`src/rtl/pci_arb_pkg.sv`:
```
// rtl/pci_arb_pkg.sv - shared FSM state type and default sizing for the PCI arbiter
package pci_arb_pkg;

    localparam int NMASTER_DEF     = 4;
    localparam int GNT_TIMEOUT_DEF = 16;

    typedef enum logic [1:0] {
        IDLE     = 2'd0,
        GRANT    = 2'd1,
        BUSY     = 2'd2,
        HANDOVER = 2'd3
    } arb_state_t;

endpackage

```
`src/rtl/pci_arb_if.sv`:
```
// rtl/pci_arb_if.sv - request/grant and bus-status bundle between arbiter and PCI agents
interface pci_arb_if
    import pci_arb_pkg::*;
#(
    parameter int NMASTER = NMASTER_DEF
);
    localparam int OW = (NMASTER > 1) ? $clog2(NMASTER) : 1;

    logic [NMASTER-1:0] req;
    logic [NMASTER-1:0] gnt;
    logic               frame;
    logic               irdy;
    logic [OW-1:0]      owner;
    logic               bus_busy;
    logic               timeout;

    // arbiter side
    modport master (
        input  req, frame, irdy,
        output gnt, owner, bus_busy, timeout
    );

    // bus agent side
    modport slave (
        output req, frame, irdy,
        input  gnt, owner, bus_busy, timeout
    );
endinterface

```
`src/rtl/pci_arb_rr_pick.sv`:
```
// rtl/pci_arb_rr_pick.sv - combinational round-robin search from a start index with wrap
module pci_arb_rr_pick #(
    parameter int N = 4,
    parameter int W = 2
) (
    input  logic [N-1:0] act,
    input  logic [W-1:0] start,
    input  logic [N-1:0] excl,
    output logic [W-1:0] win,
    output logic         valid
);
    // Walk downward so the last hit written is the one closest to start.
    always_comb begin
        valid = 1'b0;
        win   = '0;
        for (int i = N - 1; i >= 0; i--) begin
            int idx;
            idx = int'(start) + i;
            if (idx >= N) idx = idx - N;
            if (act[idx] && !excl[idx]) begin
                valid = 1'b1;
                win   = W'(idx);
            end
        end
    end
endmodule

```
`src/rtl/pci_arbiter.sv`:
```
// rtl/pci_arbiter.sv - PCI round-robin bus arbiter with hidden arbitration; PCI_ARB_PARK_EN parks grant on owner
module pci_arbiter
    import pci_arb_pkg::*;
#(
    parameter int NMASTER     = NMASTER_DEF,
    parameter int GNT_TIMEOUT = GNT_TIMEOUT_DEF
) (
    input  logic          clk,
    input  logic          rst,
    pci_arb_if.master     bus
);
    localparam int OW = (NMASTER > 1) ? $clog2(NMASTER) : 1;
    localparam int CW = $clog2(GNT_TIMEOUT + 1);

    arb_state_t         state, state_nxt;
    logic [NMASTER-1:0] gnt_q, gnt_nxt;
    logic [OW-1:0]      owner_q, owner_nxt;
    logic [CW-1:0]      cnt_q, cnt_nxt;
    logic               timeout_q, timeout_nxt;

    logic [NMASTER-1:0] act, excl, owner_bit;
    logic [OW-1:0]      start, win;
    logic               win_valid, bus_idle, owner_req, other_req;

    assign act       = ~bus.req;
    assign bus_idle  = bus.frame & bus.irdy;
    assign owner_bit = NMASTER'(1) << owner_q;
    assign owner_req = act[owner_q];
    assign other_req = |(act & ~owner_bit);
    assign start     = (owner_q == OW'(NMASTER - 1)) ? '0 : owner_q + OW'(1);

    // The owner is skipped during hidden arbitration and right after it timed out.
    assign excl = ((state == BUSY) || (state == HANDOVER && timeout_q)) ? owner_bit : '0;

    pci_arb_rr_pick #(.N(NMASTER), .W(OW)) u_pick (
        .act   (act),
        .start (start),
        .excl  (excl),
        .win   (win),
        .valid (win_valid)
    );

    // State and registered outputs; reset wins over everything.
    always_ff @(posedge clk) begin
        if (rst) begin
            state     <= IDLE;
            gnt_q     <= '1;
            owner_q   <= '0;
            cnt_q     <= '0;
            timeout_q <= 1'b0;
        end else begin
            state     <= state_nxt;
            gnt_q     <= gnt_nxt;
            owner_q   <= owner_nxt;
            cnt_q     <= cnt_nxt;
            timeout_q <= timeout_nxt;
        end
    end

    // Next-state, grant, owner, idle-grant counter and timeout pulse.
    always_comb begin
        state_nxt   = state;
        gnt_nxt     = gnt_q;
        owner_nxt   = owner_q;
        cnt_nxt     = cnt_q;
        timeout_nxt = 1'b0;
        case (state)
            IDLE: begin
                if (win_valid) begin
                    gnt_nxt   = ~(NMASTER'(1) << win);
                    owner_nxt = win;
                    cnt_nxt   = '0;
                    state_nxt = GRANT;
                end
            end
            GRANT: begin
                if (!bus.frame) begin
                    state_nxt = BUSY;
                end else if (owner_req) begin
                    if (bus_idle) begin
                        if (cnt_q >= CW'(GNT_TIMEOUT - 1)) begin
                            cnt_nxt     = CW'(GNT_TIMEOUT);
                            timeout_nxt = 1'b1;
                            gnt_nxt     = '1;
                            state_nxt   = HANDOVER;
                        end else begin
                            cnt_nxt = cnt_q + CW'(1);
                        end
                    end
                end else if (other_req) begin
                    gnt_nxt   = '1;
                    state_nxt = HANDOVER;
                end else begin
`ifdef PCI_ARB_PARK_EN
                    cnt_nxt   = '0;
`else
                    gnt_nxt   = '1;
                    state_nxt = IDLE;
`endif
                end
            end
            HANDOVER: begin
                if (win_valid) begin
                    gnt_nxt   = ~(NMASTER'(1) << win);
                    owner_nxt = win;
                    cnt_nxt   = '0;
                    state_nxt = GRANT;
                end else begin
                    state_nxt = IDLE;
                end
            end
            BUSY: begin
                if (bus_idle) begin
                    cnt_nxt   = '0;
                    state_nxt = GRANT;
                end else if (win_valid) begin
                    gnt_nxt   = ~(NMASTER'(1) << win);
                    owner_nxt = win;
                end
            end
            default: begin
                gnt_nxt   = '1;
                state_nxt = IDLE;
            end
        endcase
    end

    assign bus.gnt      = gnt_q;
    assign bus.owner    = owner_q;
    assign bus.bus_busy = (state == BUSY);
    assign bus.timeout  = timeout_q;
endmodule

```
`src/flat_wrapper.sv`:
```
// flat-port wrapper written by rule: the top's interface ports become plain ports
module pci_arbiter_flat import pci_arb_pkg::*;
#(
    parameter int NMASTER     = NMASTER_DEF,
    parameter int GNT_TIMEOUT = GNT_TIMEOUT_DEF
)
  (clk, rst, bus_req, bus_frame, bus_irdy, bus_gnt, bus_owner, bus_bus_busy, bus_timeout);
  pci_arb_if #(.NMASTER(NMASTER)) bus_i ();
  input  logic clk;
  input  logic rst;
  input wire logic [$bits(bus_i.req)-1:0] bus_req;
  input wire logic [$bits(bus_i.frame)-1:0] bus_frame;
  input wire logic [$bits(bus_i.irdy)-1:0] bus_irdy;
  output wire logic [$bits(bus_i.gnt)-1:0] bus_gnt;
  output wire logic [$bits(bus_i.owner)-1:0] bus_owner;
  output wire logic [$bits(bus_i.bus_busy)-1:0] bus_bus_busy;
  output wire logic [$bits(bus_i.timeout)-1:0] bus_timeout;
  assign bus_i.req = bus_req;
  assign bus_i.frame = bus_frame;
  assign bus_i.irdy = bus_irdy;
  assign bus_gnt = bus_i.gnt;
  assign bus_owner = bus_i.owner;
  assign bus_bus_busy = bus_i.bus_busy;
  assign bus_timeout = bus_i.timeout;
  pci_arbiter #(.NMASTER(NMASTER), .GNT_TIMEOUT(GNT_TIMEOUT)) u_core (.clk(clk), .rst(rst), .bus(bus_i));
endmodule
```
`config.mk`:
```
export PLATFORM = sky130hd
export DESIGN_NAME = pci_arbiter_flat
export DESIGN_NICKNAME = d
export VERILOG_FILES = /design/src/rtl/pci_arb_pkg.sv /design/src/rtl/pci_arb_if.sv /design/src/rtl/pci_arb_rr_pick.sv /design/src/rtl/pci_arbiter.sv /design/src/flat_wrapper.sv
export SDC_FILE = /design/constraint.sdc
export NUM_CORES = 1
export LEC_CHECK = 0
export ABC_AREA = 1
export CORE_UTILIZATION = 45
export DETAILED_ROUTE_END_ITERATION = 8
export GPL_TIMING_DRIVEN = 1
export HOLD_SLACK_MARGIN = 0.12
export PLACE_DENSITY_LB_ADDON = 0.2
export SLEW_MARGIN = 20
export SYNTH_ARGS = -nofsm -noshare
export SYNTH_HDL_FRONTEND = slang
export SYNTH_SLANG_ARGS = --single-unit
```
`constraint.sdc`:
```
create_clock -name clk -period 4.13 [get_ports clk]
set_input_delay 0.826 -clock clk [delete_from_list [all_inputs] [get_ports clk]]
set_output_delay 0.826 -clock clk [all_outputs]
set_load 0.03 [all_outputs]
```
==> flow_summary.yaml <==
outcome:
  status: "complete, no violations"
critical_path:
  cp.arrival_ps: 1600
  criticalPathCategory: "reg -> out"
  cp-start-kind: "register"
  cp-end-kind: "output pin"
  max_stage_delay_ps: 680
  crit_chain: "inv_1, ha_1, clkdlybuf4s50_1"
  crit_fanout: 3
  worstPathRequired_ps: 3300
  slowest_stage: "clkdlybuf4s50_1"
synthesis:
  synth_area_mm2: 0.00126
  synthArstFlopShare: 0
  syn_nets: 227
  yosys.area.top_type: "dfxtp_1"
  synth_edf_count: 0
  yosys_most_used_dff: "dfxtp_1"
  ys_seq_area_frac: 0.223
  yosysUniqueCellTypes: 26
  post-synth-top-count-cell: "nand2_1"
  avgSynthCellArea_um2: 6.02
  synth.top_cell.area_share: 0.223
  yosys_warnings: 0
  synthCells: 209
  ys_top_cells_by_area: "dfxtp_1 22%, nand2_1 20%, ha_1 10%"
  yosys-top-cells-count: "68 x nand2_1, 25 x inv_1, 22 x nand3_1, 22 x nor2_1, 14 x dfxtp_1"
  ys_seq_elements: 14
power_and_ir_drop:
  p_switching_uw: 607
  p_leak_uw: 0.000716
  vdd_ir_drop_max_v: 0.000444
  comb_power_share: 0.715
  sw_frac_of_total: 0.545
  p_clk_frac: 0.096
  power_density_mw_per_mm2: 756
  p_int_uw: 507
  p_seq_frac: 0.190
clock_network:
  cts_hold_buf: 0
  htree_num_levels: 1
  post_cts_resized: 0
  clk_pin_slew_ps: 100
  cts_buffers: 3
  ctsRootBufferMaster: "clkbuf_4"
  tritoncts: "built"
  cts_sinks: 14
  clk_latency_ps: 290
  clockBufferDepth: 2
  postCtsSetupRepairBufs: 0
sta:
  setup_viol: 0
  hold_slack_ps: 483
  period_minus_slack_ps: 2430
  setup_tns_ps: 0
  drv_slew: 0
  tightest_slew_ps: 373
  slew_headroom: 0.751
  min_period_over_period: 0.588
  fin_worst_skew_ps: 1.37
  hold_violations: 0
  max_freq_ghz: 0.411
  grt_setup_unrepaired: "no"
placement:
  gp_congestion: 0.912
  dp_hpwl_um: 2300
  io_buffers: 15
  dpl.cell_count: 252
  placed_area_mm2: 0.00144
die:
  fp.dieH_um: 54.9
  initial_utilization: 0.490
  core_mm2: 0.00257
  ioPinCount: 16
  die_w_um: 54.9
  die_area_mm2: 0.00301
  fp-row-count: 18
global_routing:
  antenna_found_initial: 0
  grt_start_max_net_pins: 11
  overflow: 0
  grt_pass1_vias: 1155
  track_usage: 0.220
  grt_pass1_wl_um: 4790
detailed_routing:
  wirelength_um: 2910
  num_vias: 1335
  antenna_left: 0
  via_per_inst: 5.21
  drt_iter0_drc: 43
  wl_per_cell_um: 11.3
  dr.pass1.iters: 4
  drc: 0
layout:
  stdcell_count: 256
  nets: 245
  antenna_cells: 0
  drive_gt1_frac: 0.0841
  syn_to_final_growth_pct: 17.1
  fin_area_mm2: 0.00147
  fill_cells: 264
job:
  drv_cap: 0
worst_hold_path:
  min_path_type: "reg -> reg"
==> cells in the final DEF (no fill, tap or decap), drive strengths merged <==
cell / n
o21bai: 1
o22ai: 3
clkdlybuf4s50: 15
o21ai: 8
a21oi: 14
dfxtp: 14
clkbuf: 4
or2: 2
clkinv: 1
nor4: 1
nor2: 23
nand4: 2
nor3: 4
inv: 27
nand3: 23
nand2: 74
ha: 10
==> routing by layer <==
metal / routed length, µm / track usage
met1: 1430 / 0.296
met3: 158 / 0.0333
met5: 0 / 0
met4: 17 / 0.0513
met2: 1300 / 0.363
==> per-stage QoR <==
step           total power, µW  worst slack [ps]  utilization
3_3_place_gp               988              1550        0.559
2_1_floorplan              834              1840            -
5_1_grt                   1240              1500        0.574
3_5_place_dp              1010              1520        0.559
4_1_cts                   1110              1690        0.574
6_report                  1110              1700        0.574
==> cells by family after synthesis <==
family,after synthesis,synth area share
compound gates,26,0.120
fa+ha+maj,10,0.0995
buf+inv,30,0.0905
flops,14,0.223
simple gates,129,0.467
==> final timing paths <==
path                            slack [ps]  cells after the start                start                end
worst max-delay path                  1700                      3      u_core.state[0]       bus_bus_busy
worst max register to register        1710                     13  u_core.bus.owner[0]  u_core.bus.gnt[0]
worst min register to register         480                      2      u_core.cnt_q[4]    u_core.cnt_q[4]
worst min-delay path                   480                      2      u_core.cnt_q[4]    u_core.cnt_q[4]
==> power groups by stage <==
stage | Sequential [µW] | Clock, µW | Combinational (µW)
2_1_floorplan | 242 | 0 | 592
3_3_place_gp | 212 | 0 | 776
3_5_place_dp | 214 | 0 | 793
4_1_cts | 211 | 105 | 797
5_1_grt | 218 | 115 | 904
6_report | 211 | 107 | 796
==> sequential cells by signal, summed over array words and instances (netlist names) <==
| register | cells |
|---|---|
| u_core.bus.timeout | 1 |
| u_core.cnt_q | 5 |
| u_core.state | 2 |
| u_core.bus.gnt | 4 |
| u_core.bus.owner | 2 |
==> cell type report <==
type | instances | area, µm² | share of cell area
Tap cell | 30 | 37.5 | 0.0255
Sequential cell | 14 | 280 | 0.190
Timing Repair Buffer | 15 | 150 | 0.102
Clock buffer | 4 | 36.3 | 0.0246
Inverter | 28 | 105 | 0.0714
Multi-Input combinational cell | 165 | 863 | 0.586
==> critical path: cells and delay by family (launching register included) <==
kind | cells | cell delay, ps
adders and majority gates | 1 | 200
DFF | 1 | 340
buffers and inverters | 2 | 780
Power figures use the tool's default switching activity.
